$ cat config.mk
export PLATFORM = sky130hd
export DESIGN_NAME = uart_pad_receiver
export DESIGN_NICKNAME = d
export VERILOG_FILES = /design/src/rtl/pong_pkg.sv /design/src/rtl/uart_rx_byte.sv /design/src/rtl/uart_pad_receiver.sv
export SDC_FILE = /design/constraint.sdc
export NUM_CORES = 1
export LEC_CHECK = 0
export BUFFER_PORTS_ARGS = -buffer_cell sky130_fd_sc_hd__buf_4
export CELL_PAD_IN_SITES_DETAIL_PLACEMENT = 1
export CELL_PAD_IN_SITES_GLOBAL_PLACEMENT = 2
export CORE_MARGIN = 10
export CORE_UTILIZATION = 37
export CTS_CLUSTER_SIZE = 10
export DETAILED_ROUTE_END_ITERATION = 7
export PLACE_DENSITY_LB_ADDON = 0.3
export SYNTH_ARGS = -nofsm -noshare
export SYNTH_HDL_FRONTEND = slang
export SYNTH_SLANG_ARGS = --single-unit
$ cat constraint.sdc
create_clock -name clk -period 2.5 [get_ports clk]
set_input_delay 0.5 -clock clk [delete_from_list [all_inputs] [get_ports clk]]
set_output_delay 0.5 -clock clk [all_outputs]
set_load 0.01 [all_outputs]
$ cat src/rtl/pong_pkg.sv
// Shared constants and state encodings for the remote paddle link.
package pong_pkg;
  localparam logic [7:0] HDR_FLAG  = 8'h80;
  localparam logic [7:0] RSVD_MASK = 8'h60;
  localparam logic [9:0] Y_MAX     = 10'd668;

  typedef enum logic [1:0] {U_IDLE, U_START, U_DATA, U_STOP} uart_state_t;
  typedef enum logic {F_WAIT_HDR, F_WAIT_DATA} frame_state_t;
endpackage

$ cat src/rtl/uart_rx_byte.sv
// UART byte recovery: 2-FF synchronizer, falling-edge start detect, mid-bit sampling.
module uart_rx_byte import pong_pkg::*; #(
  parameter int DIV = 564
) (
  input  logic       clk,
  input  logic       rst,
  input  logic       rx,
  output logic [7:0] data,
  output logic       byte_valid,
  output logic       stop_err
);
  localparam int CW = $clog2(DIV);
  localparam logic [CW-1:0] HALF = CW'(DIV/2 - 1);
  localparam logic [CW-1:0] FULL = CW'(DIV - 1);

  logic          s1, s2, prev;
  uart_state_t   state, nxt;
  logic [CW-1:0] cnt, cnt_d;
  logic [2:0]    bitn, bitn_d;
  logic [7:0]    sh, sh_d;
  logic          bv_d, se_d;

  // Sync chain resets low so a line already low at release never looks like a start edge.
  always_ff @(posedge clk) begin
    if (!rst) begin
      s1 <= 1'b0; s2 <= 1'b0; prev <= 1'b0;
      state <= U_IDLE; cnt <= '0; bitn <= '0; sh <= '0;
      byte_valid <= 1'b0; stop_err <= 1'b0;
    end else begin
      s1 <= rx; s2 <= s1; prev <= s2;
      state <= nxt; cnt <= cnt_d; bitn <= bitn_d; sh <= sh_d;
      byte_valid <= bv_d; stop_err <= se_d;
    end
  end

  always_comb begin
    nxt = state; cnt_d = cnt; bitn_d = bitn; sh_d = sh;
    bv_d = 1'b0; se_d = 1'b0;
    case (state)
      U_IDLE: if (prev && !s2) begin nxt = U_START; cnt_d = HALF; end
      U_START:
        if (cnt == '0) begin
          if (s2) nxt = U_IDLE;
          else begin nxt = U_DATA; cnt_d = FULL; bitn_d = '0; end
        end else cnt_d = cnt - 1'b1;
      U_DATA:
        if (cnt == '0) begin
          sh_d = {s2, sh[7:1]};
          cnt_d = FULL;
          bitn_d = bitn + 3'd1;
          if (bitn == 3'd7) nxt = U_STOP;
        end else cnt_d = cnt - 1'b1;
      U_STOP:
        if (cnt == '0) begin
          nxt = U_IDLE; bv_d = s2; se_d = !s2;
        end else cnt_d = cnt - 1'b1;
      default: nxt = U_IDLE;
    endcase
  end

  assign data = sh;
endmodule

$ cat src/rtl/uart_pad_receiver.sv
// Remote paddle receiver: two-byte frame assembly, range clamp and link-alive timer.
module uart_pad_receiver import pong_pkg::*; #(
  parameter int         CLK_HZ        = 65_000_000,
  parameter int         BAUD          = 115_200,
  parameter logic [9:0] Y_MAX         = pong_pkg::Y_MAX,
  parameter logic [9:0] Y_RESET       = 10'd334,
  parameter int         TIMEOUT_TICKS = 30
) (
  input  logic       clk,
  input  logic       rst,
  input  logic       timing_tick,
  input  logic       rx,
  output logic [9:0] y_pad_uart,
  output logic       pad_valid,
  output logic       link_up,
  output logic       frame_err
);
  localparam int DIV = CLK_HZ / BAUD;
  localparam int LW  = $clog2(TIMEOUT_TICKS + 1);

  logic [7:0]   data;
  logic         byte_valid, stop_err;
  frame_state_t fstate, fnxt;
  logic [4:0]   hi, hi_d;
  logic         tk, tk_d;
  logic [9:0]   y_d, y_full;
  logic         pv_d, fe_d, reload;
  logic [LW-1:0] link;
  logic         is_hdr, is_dat;

  uart_rx_byte #(.DIV(DIV)) u_rx (
    .clk(clk), .rst(rst), .rx(rx),
    .data(data), .byte_valid(byte_valid), .stop_err(stop_err)
  );

  assign is_hdr = (data & (HDR_FLAG | RSVD_MASK)) == HDR_FLAG;
  assign is_dat = (data & (HDR_FLAG | RSVD_MASK)) == 8'h00;
  assign y_full = {hi, data[4:0]};

  always_ff @(posedge clk) begin
    if (!rst) begin
      fstate <= F_WAIT_HDR; hi <= '0; tk <= 1'b0;
      y_pad_uart <= Y_RESET; pad_valid <= 1'b0; frame_err <= 1'b0;
      link <= '0;
    end else begin
      fstate <= fnxt; hi <= hi_d; tk <= tk_d;
      y_pad_uart <= y_d; pad_valid <= pv_d; frame_err <= fe_d;
      if (reload) link <= LW'(TIMEOUT_TICKS);
      else if (timing_tick && link != '0) link <= link - 1'b1;
    end
  end

  // tk remembers one tick seen while waiting for the data byte; a second one abandons the frame.
  always_comb begin
    fnxt = fstate; hi_d = hi; tk_d = tk; y_d = y_pad_uart;
    pv_d = 1'b0; fe_d = 1'b0; reload = 1'b0;
    case (fstate)
      F_WAIT_HDR:
        if (byte_valid) begin
          if (is_hdr) begin hi_d = data[4:0]; tk_d = 1'b0; fnxt = F_WAIT_DATA; end
          else fe_d = 1'b1;
        end else if (stop_err) fe_d = 1'b1;
      F_WAIT_DATA:
        if (byte_valid) begin
          if (is_dat) begin
            y_d = (y_full > Y_MAX) ? Y_MAX : y_full;
            pv_d = 1'b1; reload = 1'b1; fnxt = F_WAIT_HDR;
          end else if (is_hdr) begin
            fe_d = 1'b1; hi_d = data[4:0]; tk_d = 1'b0;
          end else begin
            fe_d = 1'b1; fnxt = F_WAIT_HDR;
          end
        end else if (stop_err) begin
          fe_d = 1'b1; fnxt = F_WAIT_HDR;
        end else if (timing_tick) begin
          if (tk) fnxt = F_WAIT_HDR;
          else tk_d = 1'b1;
        end
      default: fnxt = F_WAIT_HDR;
    endcase
  end

  assign link_up = (link != '0);
endmodule

==> results of run 1 <==
## logic make-up after synthesis
logic type,after synthesis
buf+inv,27
xor+xnor,6
mux,8
fa+ha+maj,10
flops,52
simple gates,109
compound gates,77
## final cells by class
type,count,share of cell area (%)
Sequential cell,52,36.73
Inverter,13,1.722
Clock buffer,6,2.561
Tap cell,80,3.532
Clock inverter,2,0.5740
Multi-Input combinational cell,210,48.52
Timing Repair Buffer,24,6.358
## per-layer routing
| metal | routed length, um | GRT usage (%) | vias to the layer above |
|---|---|---|---|
| met1 | 3428 | 17.61 | 1065 |
| met4 | 101 | 4.278 | 0 |
| met3 | 170 | 2.681 | 9 |
| li1 | - | - | 1087 |
| met5 | 0 | 0 | - |
| met2 | 2900 | 19.92 | 18 |
## worst min-delay path by stage
stage | startpoint | endpoint | slack [ns] | cells past startpoint
after floorplan | u_rx.s1$_SDFF_PN0_ | u_rx.s2$_SDFF_PN0_ | 0.41 | 1
after global placement | u_rx.s1$_SDFF_PN0_ | u_rx.s2$_SDFF_PN0_ | 0.42 | 1
after detailed placement | u_rx.s1$_SDFF_PN0_ | u_rx.s2$_SDFF_PN0_ | 0.42 | 1
after CTS | rx | u_rx.s1$_SDFF_PN0_ | 0.38 | 2
after global routing | rx | u_rx.s1$_SDFF_PN0_ | 0.39 | 2
final | rx | u_rx.s1$_SDFF_PN0_ | 0.38 | 2
## power groups by stage
stage	clock network [W]	logic, W	registers, W
4_1_cts	0.000516	0.000683	0.000929
5_1_grt	0.000550	0.000749	0.000938
3_5_place_dp	0	0.000677	0.000949
6_report	0.000498	0.000682	0.000929
2_1_floorplan	0	0.000507	0.000927
3_3_place_gp	0	0.000668	0.000945
## sequential cells by signal, indices dropped and copies added (netlist names), named ones only
name and flops:
u_rx.cnt 10, y_pad_uart 10, u_rx.data 8, hi 5, link 5, u_rx.bitn 3, frame_err 1, fstate 1
pad_valid 1, tk 1, u_rx.byte_valid 1, u_rx.prev 1, u_rx.s1 1, u_rx.s2 1, u_rx.state 1, u_rx.stop_err 1
## cell usage in the layout, fill, tap and decap left out, types with 4 or more instances in the layout
| cell | synthesis | layout |
|---|---|---|
| a211oi_1 | 10 | 10 |
| buf_4 | 1 | 24 |
| a21oi_1 | 26 | 26 |
| ha_1 | 10 | 10 |
| clkbuf_8 | 0 | 5 |
| nor2b_1 | 4 | 4 |
| nor3_1 | 10 | 10 |
| o2111ai_1 | 5 | 5 |
| dfxtp_1 | 52 | 52 |
| inv_1 | 13 | 13 |
| nand3_1 | 18 | 18 |
| nand4_1 | 4 | 4 |
| mux2i_1 | 7 | 7 |
| and2_1 | 7 | 7 |
| o21ai_0 | 8 | 8 |
| nor2_1 | 21 | 21 |
| nand2_1 | 26 | 26 |
## through the flow
step / setup WS (ns) / utilization [%] / hold slack (ns)
2_1_floorplan: 0.6333 / - / 0.4119
3_3_place_gp: 0.4734 / 40.86 / 0.4242
3_5_place_dp: 0.4552 / 40.86 / 0.4236
4_1_cts: 0.2307 / 42.18 / 0.3780
5_1_grt: 0.1934 / 42.18 / 0.3939
6_report: 0.2456 / 42.18 / 0.3836
==> results.cfg, run 1 <==
[outcome]
status = completed

[clock_tree]
cts_tree = built
cts_sinks = 52
cts_root_buf = clkbuf_8
clk_latency_ns = 0.31
clk_path_buf_depth = 2
clkSlewWorstSetupHoldPaths_ns = 0.10
cts_made_buffers = 5
cts_htree_levels = 2
postCtsHoldBufs = 0
cts-resized-gates = 0
postCtsSetupBuffers = 0

[die]
ios = 17
rows = 30
start_util_pct = 37.75
die_area_um2 = 10570
core-area_um2 = 6719
die_h_um = 102.8
die_x_um = 102.8

[finish]
drive_gt1_share_pct = 14.01
layout.area.seq_um2 = 1041
num-fill-cells = 791
final_area_um2 = 2834
finalNonFillerCells = 387
antenna_cells = 0
area_growth_pct = 11.74
multi_input_comb_area_um2 = 1375
fin_nets = 320

[global_route]
grt_util_all_layers_pct = 12.96
antenna_found_initial = 0
globalRouteOverflowTotal = 0
grt_max_degree = 30
grt_pass1_wl_um = 11020
grt_pass1_vias = 2219

[critical_path]
cp_top_family = simple AND/OR/NAND/NOR gates
crit_buf_inv = 2
crit_type = reg -> out
crit_path_max_incr_delay_ns = 0.66
worstPathRequired_ns = 2.00
r2r_slack_ns = 0.42
r2r_start = u_rx.cnt[5]$_SDFFE_PN0P_
cp_max_fo = 4
reg2reg_depth = 4
crit_cells = 4
crit_path_end = link_up
crit_path_top_delay_cell = or4b_2
critical_path_arrival_ns = 1.75
crit_start = link[0]$_SDFFE_PP0P_
start_kind = register
worstPathCellList = inv_1, ha_1, or4b_2, buf_4
end_kind = primary output
timing.rr.end = u_rx.cnt[5]$_SDFFE_PN0P_

[power_and_ir_drop]
vdd_drop_max_uv = 231.0
internal-power_w = 0.001355
leakagePower_nw = 1.060
swShare_pct = 35.72
power_frac_seq_pct = 44.0
power_density_nw_per_um2 = 744.0
p_clk_share_pct = 23.6
p_comb_share_pct = 32.3
power_w = 0.002109
p_sw_w = 0.0007531

[sta]
setup_tns_ns = 0
setup_violations = 0
min_period_ns = 2.254
slew_viol_final = 0
finClkSkew_ns = 0.006064
max_slew_margin_pct = 65.55
worst_slew_pin_slew_ns = 0.5140
rsz0062_at_grt = no
fmax_ghz = 0.4436
hold_viol_final = 0
min_period_over_period_pct = 90.18

[place]
detailed_place_hpwl_um = 4809
gp_congestion = 0.8225
io_buffers = 16
dp_cells = 379
dpl_cell_area_um2 = 2745

[yosys]
yosys_warnings = 0
yosysUniqueCellTypes = 50
synthAdderAreaFrac_pct = 4.933
synthArstFlopShare_pct = 0
synth-seq-cells = 52
syn_nets = 303
synth_top_area_share_pct = 41.05
ys_dominant_reg_cell = dfxtp_1
synthesis.area_um2 = 2536
synth_compound_area_share_pct = 20.77
synth-xor-area-share_pct = 2.072
synth_area_leader_cell = dfxtp_1
synth.avg_cell_area_um2 = 8.776
synth_cells = 289
synth_top_family_by_area = simple AND/OR/NAND/NOR gates
synth_edf_count = 0
synth_area_leaders = dfxtp_1 (41%), a21oi_1 (5.1%), ha_1 (4.9%), nand2_1 (3.8%), nand3_1 (3.6%)
muxShareOfSynthArea_pct = 3.207
yosys-top-cells-count = dfxtp_1 (52), a21oi_1 (26), nand2_1 (26)
ys_seq_area_share_pct = 41.05
yosysMostFrequentCell = dfxtp_1
synthSimpleGateAreaFrac_pct = 23.24

[routing]
drcViolationCount = 0
viasPerCell = 5.630
dr.pass1.iters = 4
drt_iter0_drc = 69
drtAntennaViolNets = 0
vias = 2179
wl_per_cell_um = 17.06
wirelength_um = 6601

[min_path]
hold_class = in -> reg

[flow_run]
drv_cap = 0
(Power assumes the default switching activity.)
==> run 2, diff against run 1 <==
--- a/config.mk
+++ b/config.mk
@@ -13,6 +13,7 @@
 export CTS_CLUSTER_SIZE = 10
 export DETAILED_ROUTE_END_ITERATION = 7
 export PLACE_DENSITY_LB_ADDON = 0.3
+export RECOVER_POWER = 25
 export SYNTH_ARGS = -nofsm -noshare
 export SYNTH_HDL_FRONTEND = slang
 export SYNTH_SLANG_ARGS = --single-unit
==> results.cfg, run 2 (same netlist as run 1, synthesis figures left out) <==
[global_route]
grt_pass1_vias = 2219
antenna_found_initial = 0
globalRouteOverflowTotal = 0
grt_max_degree = 30
grt_pass1_wl_um = 11020
grt_util_all_layers_pct = 12.96

[sta]
min_period_over_period_pct = 90.15
setup_violations = 0
fmax_ghz = 0.4437
slew_viol_final = 0
hold_viol_final = 0
min_period_ns = 2.254
setup_tns_ns = 0
fin_ws_ns = 0.2462
max_slew_margin_pct = 16.54
rsz0062_at_grt = no
worst_slew_pin_slew_ns = 1.252
finClkSkew_ns = 0.005678

[clock_tree]
cts-resized-gates = 0
cts_made_buffers = 5
cts_root_buf = clkbuf_8
cts_tree = built
clk_latency_ns = 0.31
cts_sinks = 52
postCtsSetupBuffers = 0
clkSlewWorstSetupHoldPaths_ns = 0.10
cts_htree_levels = 2
clk_path_buf_depth = 2
postCtsHoldBufs = 0

[routing]
drt_iter0_drc = 78
drcViolationCount = 0
wl_met3_um = 184
wirelength_um = 6602
dr.pass1.iters = 4
met1Wirelength_um = 3447
dr_wl_met2_um = 2869
viasPerCell = 5.656
vias = 2189
wl_per_cell_um = 17.06
highest_layer = met4
drtAntennaViolNets = 0

[critical_path]
start_kind = register
timing.rr.end = u_rx.cnt[8]$_SDFFE_PN0P_
worstPathRequired_ns = 2.00
cp_max_fo = 4
crit_type = reg -> out
r2r_start = u_rx.cnt[5]$_SDFFE_PN0P_
critical_path_arrival_ns = 1.75
end_kind = primary output
r2r_slack_ns = 0.43
reg2reg_depth = 4

[finish]
fin_nets = 320
layout_commonest_cell = dfxtp_1
num-fill-cells = 791
antenna_cells = 0
drive_gt1_share_pct = 10.10
final_area_um2 = 2786
final_cell_mix = dfxtp_1 (52), a21oi_1 (26), nand2_1 (26)
area_growth_pct = 9.867

[power_and_ir_drop]
power_density_nw_per_um2 = 757.1
leakagePower_nw = 1.013
vdd_drop_max_uv = 229.4

[min_path]
whs_path_depth = 2
hp-start = rx
hold_class = in -> reg
min_to = u_rx.s1$_SDFF_PN0_

[outcome]
status = completed

[flow_run]
drv_cap = 0

[place]
detailed_place_hpwl_um = 4809
io_buffers = 16
gp_congestion = 0.8225
pre_cts_slack_ns = 0.4552
dpl_cell_area_um2 = 2745

[die]
rows = 30
die_x_um = 102.8
die_h_um = 102.8
ios = 17
die_area_um2 = 10570
start_util_pct = 37.75
core-area_um2 = 6719
## run 2: cell count changes in the layout (fill, tap and decap cells not counted), sizes merged
cell and change:
buf -13, clkbuf +13
## run 2: power by group
group / internal, W / switching [W]
logic: 0.000280 / 0.000402
clock network: 0.000200 / 0.000298
registers: 0.000874 / 0.0000548
## run 2: worst max-delay path by stage
| stage | start | endpoint | slack [ns] | depth (start not counted) |
|---|---|---|---|---|
| floorplan | u_rx.cnt[5]$_SDFFE_PN0P_ | u_rx.cnt[5]$_SDFFE_PN0P_ | 0.63 | 6 |
| global placement | u_rx.cnt[5]$_SDFFE_PN0P_ | u_rx.cnt[5]$_SDFFE_PN0P_ | 0.47 | 4 |
| detailed placement | u_rx.cnt[0]$_SDFFE_PN0P_ | u_rx.cnt[5]$_SDFFE_PN0P_ | 0.46 | 6 |
| CTS | link[0]$_SDFFE_PP0P_ | link_up | 0.23 | 4 |
| global route | rst | u_rx.stop_err$_SDFF_PN0_ | 0.13 | 4 |
| finish | link[0]$_SDFFE_PP0P_ | link_up | 0.25 | 4 |
## run 2: per-stage QoR
| step | power, W | std cells | hold WS [ns] | util (%) |
|---|---|---|---|---|
| floorplan | 0.001434 | 289 | 0.4119 | - |
| global placement | 0.001613 | 379 | 0.4242 | 40.86 |
| detailed placement | 0.001626 | 379 | 0.4236 | 40.86 |
| CTS | 0.002129 | 387 | 0.3780 | 42.18 |
| global route | 0.002236 | 387 | 0.3939 | 41.47 |
| finish | 0.002110 | 387 | 0.3842 | 41.47 |
## run 2: worst max-delay path, cell delays in order (launching register included)
cell     delay (ns)
dfxtp_1        0.32
inv_1          0.09
ha_1           0.18
or4b_2         0.66
buf_4          0.18
## run 2: layout make-up
class                   count  area (um2)  area share (%)
inverters                  13       48.80           1.751
clock buffers               6       72.57           2.604
repair buffers             24       132.6           4.760
flip-flops and latches     52        1041           37.36
multi-input cells         210        1375           49.35
well taps                  80       100.1           3.592
clock inverters             2       16.27          0.5837
## run 2: metal layers
metal / GRT usage, % / vias to the layer above
li1: - / 1089
met1: 17.61 / 1070
met2: 19.92 / 22
met3: 2.681 / 8
met4: 4.278 / 0
met5: 0 / -
